--- src/rtl/microwave_ctrl_param.sv ---
// Microwave controller: keypad BCD entry, prescaled countdown, cook FSM, power duty.
// Optional QUICK_START_EN: zero-time start loads 00:30 and start presses in COOK add 30 s.
module microwave_ctrl_param #(
    parameter int CLK_DIV      = 50000000,
    parameter int MIN_DIGITS   = 1,
    parameter int POWER_LEVELS = 10
) (
    input  logic                        clk,
    input  logic                        rst,
    input  logic                        startn,
    input  logic                        stopn,
    input  logic                        clearn,
    input  logic                        door_closed,
    input  logic [9:0]                  keypad,
    input  logic [3:0]                  power_sel,
    output logic [4*(MIN_DIGITS+2)-1:0] time_bcd,
    output logic                        mag_on,
    output logic                        cooking,
    output logic                        done
);
    localparam int ND = MIN_DIGITS + 2;
    localparam int TW = 4 * ND;
    localparam int CW = $clog2(CLK_DIV);

    typedef enum logic [1:0] {IDLE, COOK, PAUSED, DONE} state_t;

    state_t        state_q, state_d;
    logic [TW-1:0] time_q, time_d, t_next;
    logic [CW-1:0] presc_q, presc_d;
    logic [7:0]    duty_q, duty_d, pwr_q, pwr_d, pwr_sat;
    logic [9:0]    key_prev_q;
    logic          mag_q, mag_d;
    logic          key_ev, halt, go, tick;
    logic [3:0]    key_digit;

    function automatic logic [TW-1:0] bcd_dec(input logic [TW-1:0] t);
        logic [TW-1:0] r;
        logic          borrow;
        r      = t;
        borrow = 1'b1;
        for (int i = 0; i < ND; i++) begin
            if (borrow) begin
                if (t[4*i +: 4] == 4'd0) begin
                    r[4*i +: 4] = (i == 1) ? 4'd5 : 4'd9;
                end else begin
                    r[4*i +: 4] = t[4*i +: 4] - 4'd1;
                    borrow      = 1'b0;
                end
            end
        end
        return r;
    endfunction

`ifdef QUICK_START_EN
    logic start_prev_q;
    logic start_fall;

    assign start_fall = start_prev_q & ~startn;

    // +30 s with carry into minutes; overflow saturates at all-9:59
    function automatic logic [TW-1:0] add30(input logic [TW-1:0] t);
        logic [TW-1:0] r;
        logic          carry;
        r     = t;
        carry = 1'b0;
        if (t[7:4] >= 4'd3) begin
            r[7:4] = t[7:4] - 4'd3;
            carry  = 1'b1;
        end else begin
            r[7:4] = t[7:4] + 4'd3;
        end
        for (int i = 2; i < ND; i++) begin
            if (carry) begin
                if (t[4*i +: 4] == 4'd9) begin
                    r[4*i +: 4] = 4'd0;
                end else begin
                    r[4*i +: 4] = t[4*i +: 4] + 4'd1;
                    carry       = 1'b0;
                end
            end
        end
        if (carry) begin
            for (int i = 2; i < ND; i++) r[4*i +: 4] = 4'd9;
            r[7:0] = 8'h59;
        end
        return r;
    endfunction
`endif

    always_comb begin
        key_digit = 4'd0;
        for (int k = 0; k < 10; k++) begin
            if (keypad[k]) key_digit = 4'(k);
        end
    end

    assign key_ev  = (key_prev_q == '0) && (keypad != '0)
                     && ((keypad & (keypad - 10'd1)) == '0);
    assign halt    = !stopn || !door_closed;
    assign go      = !startn && door_closed && stopn;
    assign pwr_sat = (power_sel == 4'd0 || {4'd0, power_sel} > 8'(POWER_LEVELS))
                     ? 8'(POWER_LEVELS) : {4'd0, power_sel};

    always_comb begin
        state_d = state_q;
        time_d  = time_q;
        presc_d = presc_q;
        duty_d  = duty_q;
        pwr_d   = pwr_q;
        t_next  = time_q;
        tick    = 1'b0;
        unique case (state_q)
            IDLE: begin
                if (go && time_q != '0 && time_q[7:4] <= 4'd5) begin
                    state_d = COOK;
                    presc_d = '0;
                    duty_d  = '0;
                    pwr_d   = pwr_sat;
                end
`ifdef QUICK_START_EN
                else if (go && time_q == '0) begin
                    state_d = COOK;
                    time_d  = TW'(8'h30);
                    presc_d = '0;
                    duty_d  = '0;
                    pwr_d   = pwr_sat;
                end
`endif
                else if (key_ev) begin
                    time_d = {time_q[TW-5:0], key_digit};
                end
            end
            COOK: begin
                tick = (presc_q == CW'(CLK_DIV - 1));
                if (tick) t_next = bcd_dec(time_q);
`ifdef QUICK_START_EN
                if (!halt && start_fall) t_next = add30(t_next);
`endif
                time_d = t_next;
                // a tick coinciding with stop is still consumed
                if (tick) begin
                    presc_d = '0;
                    duty_d  = (duty_q == 8'(POWER_LEVELS - 1)) ? 8'd0 : duty_q + 8'd1;
                end else if (!halt) begin
                    presc_d = presc_q + CW'(1);
                end
                if (tick && t_next == '0) state_d = DONE;
                else if (halt)            state_d = PAUSED;
            end
            PAUSED: begin
                if (go) state_d = COOK;
            end
            DONE: begin
                if (key_ev) begin
                    time_d  = TW'(key_digit);
                    state_d = IDLE;
                end
            end
            default: state_d = IDLE;
        endcase
        if (!clearn) begin
            state_d = IDLE;
            time_d  = '0;
            presc_d = '0;
        end
        mag_d = (state_q == COOK) && (state_d == COOK)
                && (duty_d < pwr_d) && door_closed;
    end

    always_ff @(posedge clk or posedge rst) begin
        if (rst) begin
            state_q    <= IDLE;
            time_q     <= '0;
            presc_q    <= '0;
            duty_q     <= '0;
            pwr_q      <= 8'(POWER_LEVELS);
            key_prev_q <= '0;
            mag_q      <= 1'b0;
`ifdef QUICK_START_EN
            start_prev_q <= 1'b1;
`endif
        end else begin
            state_q    <= state_d;
            time_q     <= time_d;
            presc_q    <= presc_d;
            duty_q     <= duty_d;
            pwr_q      <= pwr_d;
            key_prev_q <= keypad;
            mag_q      <= mag_d;
`ifdef QUICK_START_EN
            start_prev_q <= startn;
`endif
        end
    end

    // door interlock gates the magnetron without waiting for a clock
    assign mag_on   = mag_q & door_closed;
    assign time_bcd = time_q;
    assign cooking  = (state_q == COOK);
    assign done     = (state_q == DONE);

endmodule
--- config.mk ---
export PLATFORM = sky130hd
export DESIGN_NAME = microwave_ctrl_param
export DESIGN_NICKNAME = d
export VERILOG_FILES = /design/src/rtl/microwave_ctrl_param.sv
export SDC_FILE = /design/constraint.sdc
export NUM_CORES = 1
export LEC_CHECK = 0
export CORE_UTILIZATION = 63
export DETAILED_ROUTE_END_ITERATION = 8
export HOLD_SLACK_MARGIN = 0.08
export PLACE_DENSITY = 0.89
export SYNTH_ARGS = -nofsm -noshare
export SYNTH_HDL_FRONTEND = slang
export SYNTH_SLANG_ARGS = --single-unit
--- constraint.sdc ---
create_clock -name clk -period 5 [get_ports clk]
set_input_delay 0.5 -clock clk [delete_from_list [all_inputs] [get_ports clk]]
set_output_delay 0.5 -clock clk [all_outputs]
set_load 0.05 [all_outputs]
==> impl_metrics.tcl <==
set metrics [dict create \
    cp_cell_sequence "or4_1 -> or4_4 -> o311ai_4 -> and2_1 -> o21ai_0 -> o21ai_0 -> ha_1 -> o21ai_0 -> nand2b_1 -> a21oi_1 -> nor2_1 -> o31a_1 -> nor4_1" \
    ys_seq_area_frac 0.415 \
    route.detailed.drc 0 \
    cpPeakStageDelay_ps 710 \
    io_pins 35 \
    mappedNetlistArea_mm2 0.00405 \
    max_slew_margin 0.160 \
    synth_seq_cells 67 \
    critical_path_depth 13 \
    fmax_mhz 256 \
    fp.dieH_um 82.1 \
    clk_path_buf_depth 2 \
    synthFlopType "dfrtp_1" \
    drt_first_pass_iters 7 \
    outcome "finished clean" \
    cts_htree_levels 3 \
    rsz0062_at_grt "false" \
    post_cts_buffers 0 \
    rows 28 \
    cts_sinks 67 \
    crit_type "reg -> reg" \
    syn_nets 488 \
    crit_path_start_kind "flip-flop" \
    r2r-start "time_bcd[0]" \
    ys_types 62 \
    drt-wirelength-per-cell_um 17.8 \
    cp-startpoint "time_bcd[0]" \
    nNetsFinal 518 \
    slew_viol_final 0 \
    power_mw 2.23 \
    rr_endpoint "mag_q" \
    antenna_found_initial 0 \
    end_kind "flip-flop" \
    cp_max_fo 17 \
    hp-class "reg -> reg" \
    portBuffers 34 \
    gp_congestion 0.873 \
    drive_gt1_frac 0.0757 \
    period_minus_slack_ps 3900 \
    hpwlAfterDp_mm 6.78 \
    final_cell_mix "65 x dfrtp_1, 53 x nor2_1, 43 x nand2_1" \
    powerDensity_mw_per_mm2 479 \
    die_w_um 82.1 \
    peakVddDrop_uv 310 \
    layout_commonest_cell "dfrtp_1" \
    diodes 0 \
    core-area_mm2 0.00606 \
    clk_latency_ps 350 \
    reg2reg_depth 13 \
    min_period_over_period 0.781 \
    path_clk_slew_ps 70 \
    async_reset_ff_frac 1.00 \
    synth_enable_flop_cells 0 \
    worstSetupEndpoint "mag_q" \
    track_usage 0.330 \
    cts_inserted_buffers 9 \
    cts_resized 0 \
    synth_cells 454 \
    grt_pass1_wl_mm 16.6 \
    die_area_mm2 0.00675 \
    drt_iter0_markers 315 \
    finalSetupTns_ps 0 \
    tightestPinTransition_ps 1260 \
    grt-ovfl-total 0 \
    cpMaxStageDelayCell "o311ai_4" \
    cp_num_buf_inv 0 \
    setup_viol 0 \
    skew_ps 7.68 \
    wl_mm 10.0 \
    power_leakage_nw 1.94 \
    cp.required_ps 5260 \
    cp.arrival_ps 4160 \
    grt_max_degree 68 \
    cts.root.buffer_cell "clkbuf_8" \
    final_hold_viol_count 0 \
    utilization 0.768 \
    area_delta_synth_final_pct 15.1 \
    syn_avg_cell_area_um2 8.91 \
    ant_nets 0 \
    hold_buffers 0 \
    yosys_warnings 0 \
    cp_top_family "simple AND/OR/NAND/NOR gates" \
    ff2ff_setup_slack_ps 1100 \
    start_util 0.667 \
    vias_per_cell 6.57 \
    cpMostUsedCell "o21ai_0" \
    vias 3704 \
    cap_violations 0 \
    grt_pass1_vias 3477 \
    cts_tree "yes" \
]
[stage by stage]
stage	setup WS (ps)	instances	instance area (um2)	hold WS (ps)
CTS	1180	564	4660	491
floorplan	1400	454	4050	432
finish	1100	564	4660	489
global placement	1290	548	4410	444
global route	837	564	4660	512
detailed placement	1210	548	4410	456
[final cells by class]
cell class              count  area, um2
clock buffers              13        179
well taps                  75       93.8
clock inverters             3       67.6
multi-input cells         346       2190
flip-flops and latches     67       1680
fillers                   399       1400
inverters                  24       90.1
repair buffers             36        355
[routing by layer]
layer | up-vias | global-route usage | routed length (um) | part of all wire
li1 | 1715 | - | - | -
met4 | 0 | 0.114 | 232 | 0.023
met2 | 188 | 0.512 | 4750 | 0.47
met3 | 26 | 0.0802 | 693 | 0.069
met5 | - | 0 | 0 | 0
met1 | 1775 | 0.453 | 4360 | 0.43
[flip-flops by register name, indices dropped and copies added (netlist names)]
| register | count |
|---|---|
| presc_q | 26 |
| duty_q | 8 |
| time_bcd | 12 |
| mag_q | 1 |
| state_q | 2 |
| pwr_q | 8 |
| key_prev_q | 10 |
[synth_stat cells (all sizes together) (3+ instances only)]
cell | number | area share
dfrtp | 65 | 0.40
nor2 | 54 | 0.051
nand2 | 43 | 0.040
o21ai | 26 | 0.033
inv | 24 | 0.022
a21oi | 23 | 0.029
xnor2 | 21 | 0.045
nand3 | 18 | 0.022
ha | 14 | 0.043
buf | 11 | 0.017
nor3 | 11 | 0.014
nand4 | 10 | 0.017
a2111oi | 9 | 0.021
nor2b | 9 | 0.014
nor4 | 9 | 0.014
a211oi | 6 | 0.011
a22oi | 6 | 0.011
a31oi | 6 | 0.0093
and2 | 6 | 0.0093
and3 | 6 | 0.0093
clkbuf | 6 | 0.0056
o211ai | 5 | 0.0093
o31ai | 5 | 0.0093
or4 | 5 | 0.010
a21boi | 4 | 0.0074
and4 | 4 | 0.0087
mux2 | 4 | 0.011
mux2i | 4 | 0.0099
nand2b | 4 | 0.0062
o21a | 4 | 0.0074
o21bai | 4 | 0.0074
nor4bb | 3 | 0.0074
o2bb2ai | 3 | 0.0065
[logic make-up (layout without fill, tap and decap cells)]
kind of cell,Yosys count,in the layout,synth area share
fa+ha+maj,14,14,0.0433
buf+inv,41,76,0.0445
compound gates,114,114,0.195
flops,67,67,0.415
simple gates,188,188,0.234
xor+xnor,22,22,0.0476
mux,8,8,0.0210
[tightest hold or removal path, stage by stage (launching register included)]
cell and delay [ps]:
dfrtp_1 330, nand2_1 70, inv_1 60
[how the worst min path moves through the flow]
| stage | from | to | slack, ps | depth (start not counted) |
|---|---|---|---|---|
| finish | pwr_q[6] | pwr_q[6] | 490 | 2 |
| detailed placement | pwr_q[7] | pwr_q[7] | 460 | 2 |
| global route | pwr_q[5] | pwr_q[5] | 510 | 2 |
| global placement | pwr_q[7] | pwr_q[7] | 440 | 2 |
| floorplan | pwr_q[7] | pwr_q[7] | 430 | 2 |
| CTS | pwr_q[5] | pwr_q[5] | 490 | 2 |
[where the power goes]
part | total, mW | switching [mW] | internal [mW]
logic | 0.955 | 0.621 | 0.334
clock network | 0.544 | 0.209 | 0.335
registers | 0.730 | 0.105 | 0.625
Note: power is estimated with default switching activity, not from simulation.
==> patch (same flow settings) <==
Change the parameter `CLK_DIV` from 50000000 to 25000000.
--- a/src/rtl/microwave_ctrl_param.sv
+++ b/src/rtl/microwave_ctrl_param.sv
@@ -1,7 +1,7 @@
 // Microwave controller: keypad BCD entry, prescaled countdown, cook FSM, power duty.
 // Optional QUICK_START_EN: zero-time start loads 00:30 and start presses in COOK add 30 s.
 module microwave_ctrl_param #(
-    parameter int CLK_DIV      = 50000000,
+    parameter int CLK_DIV      = 25000000,
     parameter int MIN_DIGITS   = 1,
     parameter int POWER_LEVELS = 10
 ) (
Function: no difference found for any inputs over 10 cycles, from zero or initial values and one cycle with rst high; that may be too few to reach the edited logic, so the function may still have changed.
==> patch against the original RTL <==
- area after synthesis rose by 0.28%
- worst hold slack got worse by 22 ps
- combinational power fell by 6.4%
- power fell by 8.5%
- routed wire length fell by 5.3%
- sequential cell count fell by 1
- clock skew fell by 1.4 ps
- design area barely moved
- setup slack improved by 230 ps
- critical endpoint unchanged
- largest power group unchanged
==> patch: results (changes against the original RTL) <==
power:
  powerSeq_uw: 682  # was 730 uW
  power_frac_seq_pct: 33.4  # was 32.7%
  leakagePower_uw: 0.00194  # about the same
synth:
  synth_common_cells: "dfrtp_1 (64), nand2_1 (48), nor2_1 (37)"  # was dfrtp_1 (65), nor2_1 (53), nand2_1 (43)
  ys_types: 67  # was 62
  synth_top_area_share_pct: 39.5  # was 40.2%
  synth.avg_cell_area_sq_um: 8.90  # was 8.91 sq um
  ys_seq_area_share_pct: 40.8  # was 41.5%
  synth.area.top_cells: "dfrtp_1 (39%), nand2_1 (4.4%), ha_1 (4.3%), a21oi_1 (3.5%), nor2_1 (3.4%)"  # was dfrtp_1 (40%), nor2_1 (4.9%), xnor2_1 (4.5%), ha_1 (4.3%), nand2_1 (4.0%)
grt:
  grt_max_degree: 67  # was 68
  grt_pass1_vias: 3449  # was 3477
layout:
  finalNetCount: 523  # was 518
  largest_register_ffs: 25  # was 26
placement:
  dp_hpwl_um: 6710  # was 6780 um
  pre_cts_slack_ps: 1400  # was 1210 ps
  dp_cells: 553  # was 548
run_status:
  status: "finished clean"  # unchanged
clocking:
  clock_sinks: 66  # was 67
worst_setup_path:
  cp_max_fo: 8  # was 17
  worstPathArrival_ps: 3900  # was 4160 ps
  reg2regPathDepth: 14  # was 13
  r2r-start: "presc_q[0]"  # was time_bcd[0]
  critical-path-max-stage-delay_ps: 500  # was 710 ps
timing:
  fin_skew_ps: 6.32  # was 7.68 ps
floorplan:
  die_area_sq_um: 6760  # was 6750 sq um
patch: changes by cell type after synthesis, moves of 5 or more:
cell and change:
xnor2_1 -17, xor2_1 +11, or4_1 +6, nand2_1 +5, a22o_1 +5, or3_1 +10, a2111oi_0 -7, a21oi_1 +6
nor2_1 -16, nor3_1 +6
patch: logic make-up (layout without fill, tap and decap cells):
kind of cell,after synthesis,count (layout),share of synthesized area [%]
flops,66,66,40.8
mux,7,7,1.85
xor+xnor,16,16,3.45
fa+ha+maj,15,15,4.57
compound gates,106,106,17.6
buf+inv,41,79,4.10
simple gates,205,205,27.6
patch: layer usage:
layer	track usage [%]	routed length, um
met2	48.1	4410
met5	0	0
met1	41.5	4160
met3	5.60	745
met4	13.0	190
patch: layout make-up:
cell class | count | area (sq um)
flip-flops and latches | 66 | 1650
inverters | 25 | 93.8
clock buffers | 12 | 155
fillers | 416 | 1410
multi-input cells | 349 | 2240
clock inverters | 4 | 50.0
well taps | 75 | 93.8
repair buffers | 38 | 370
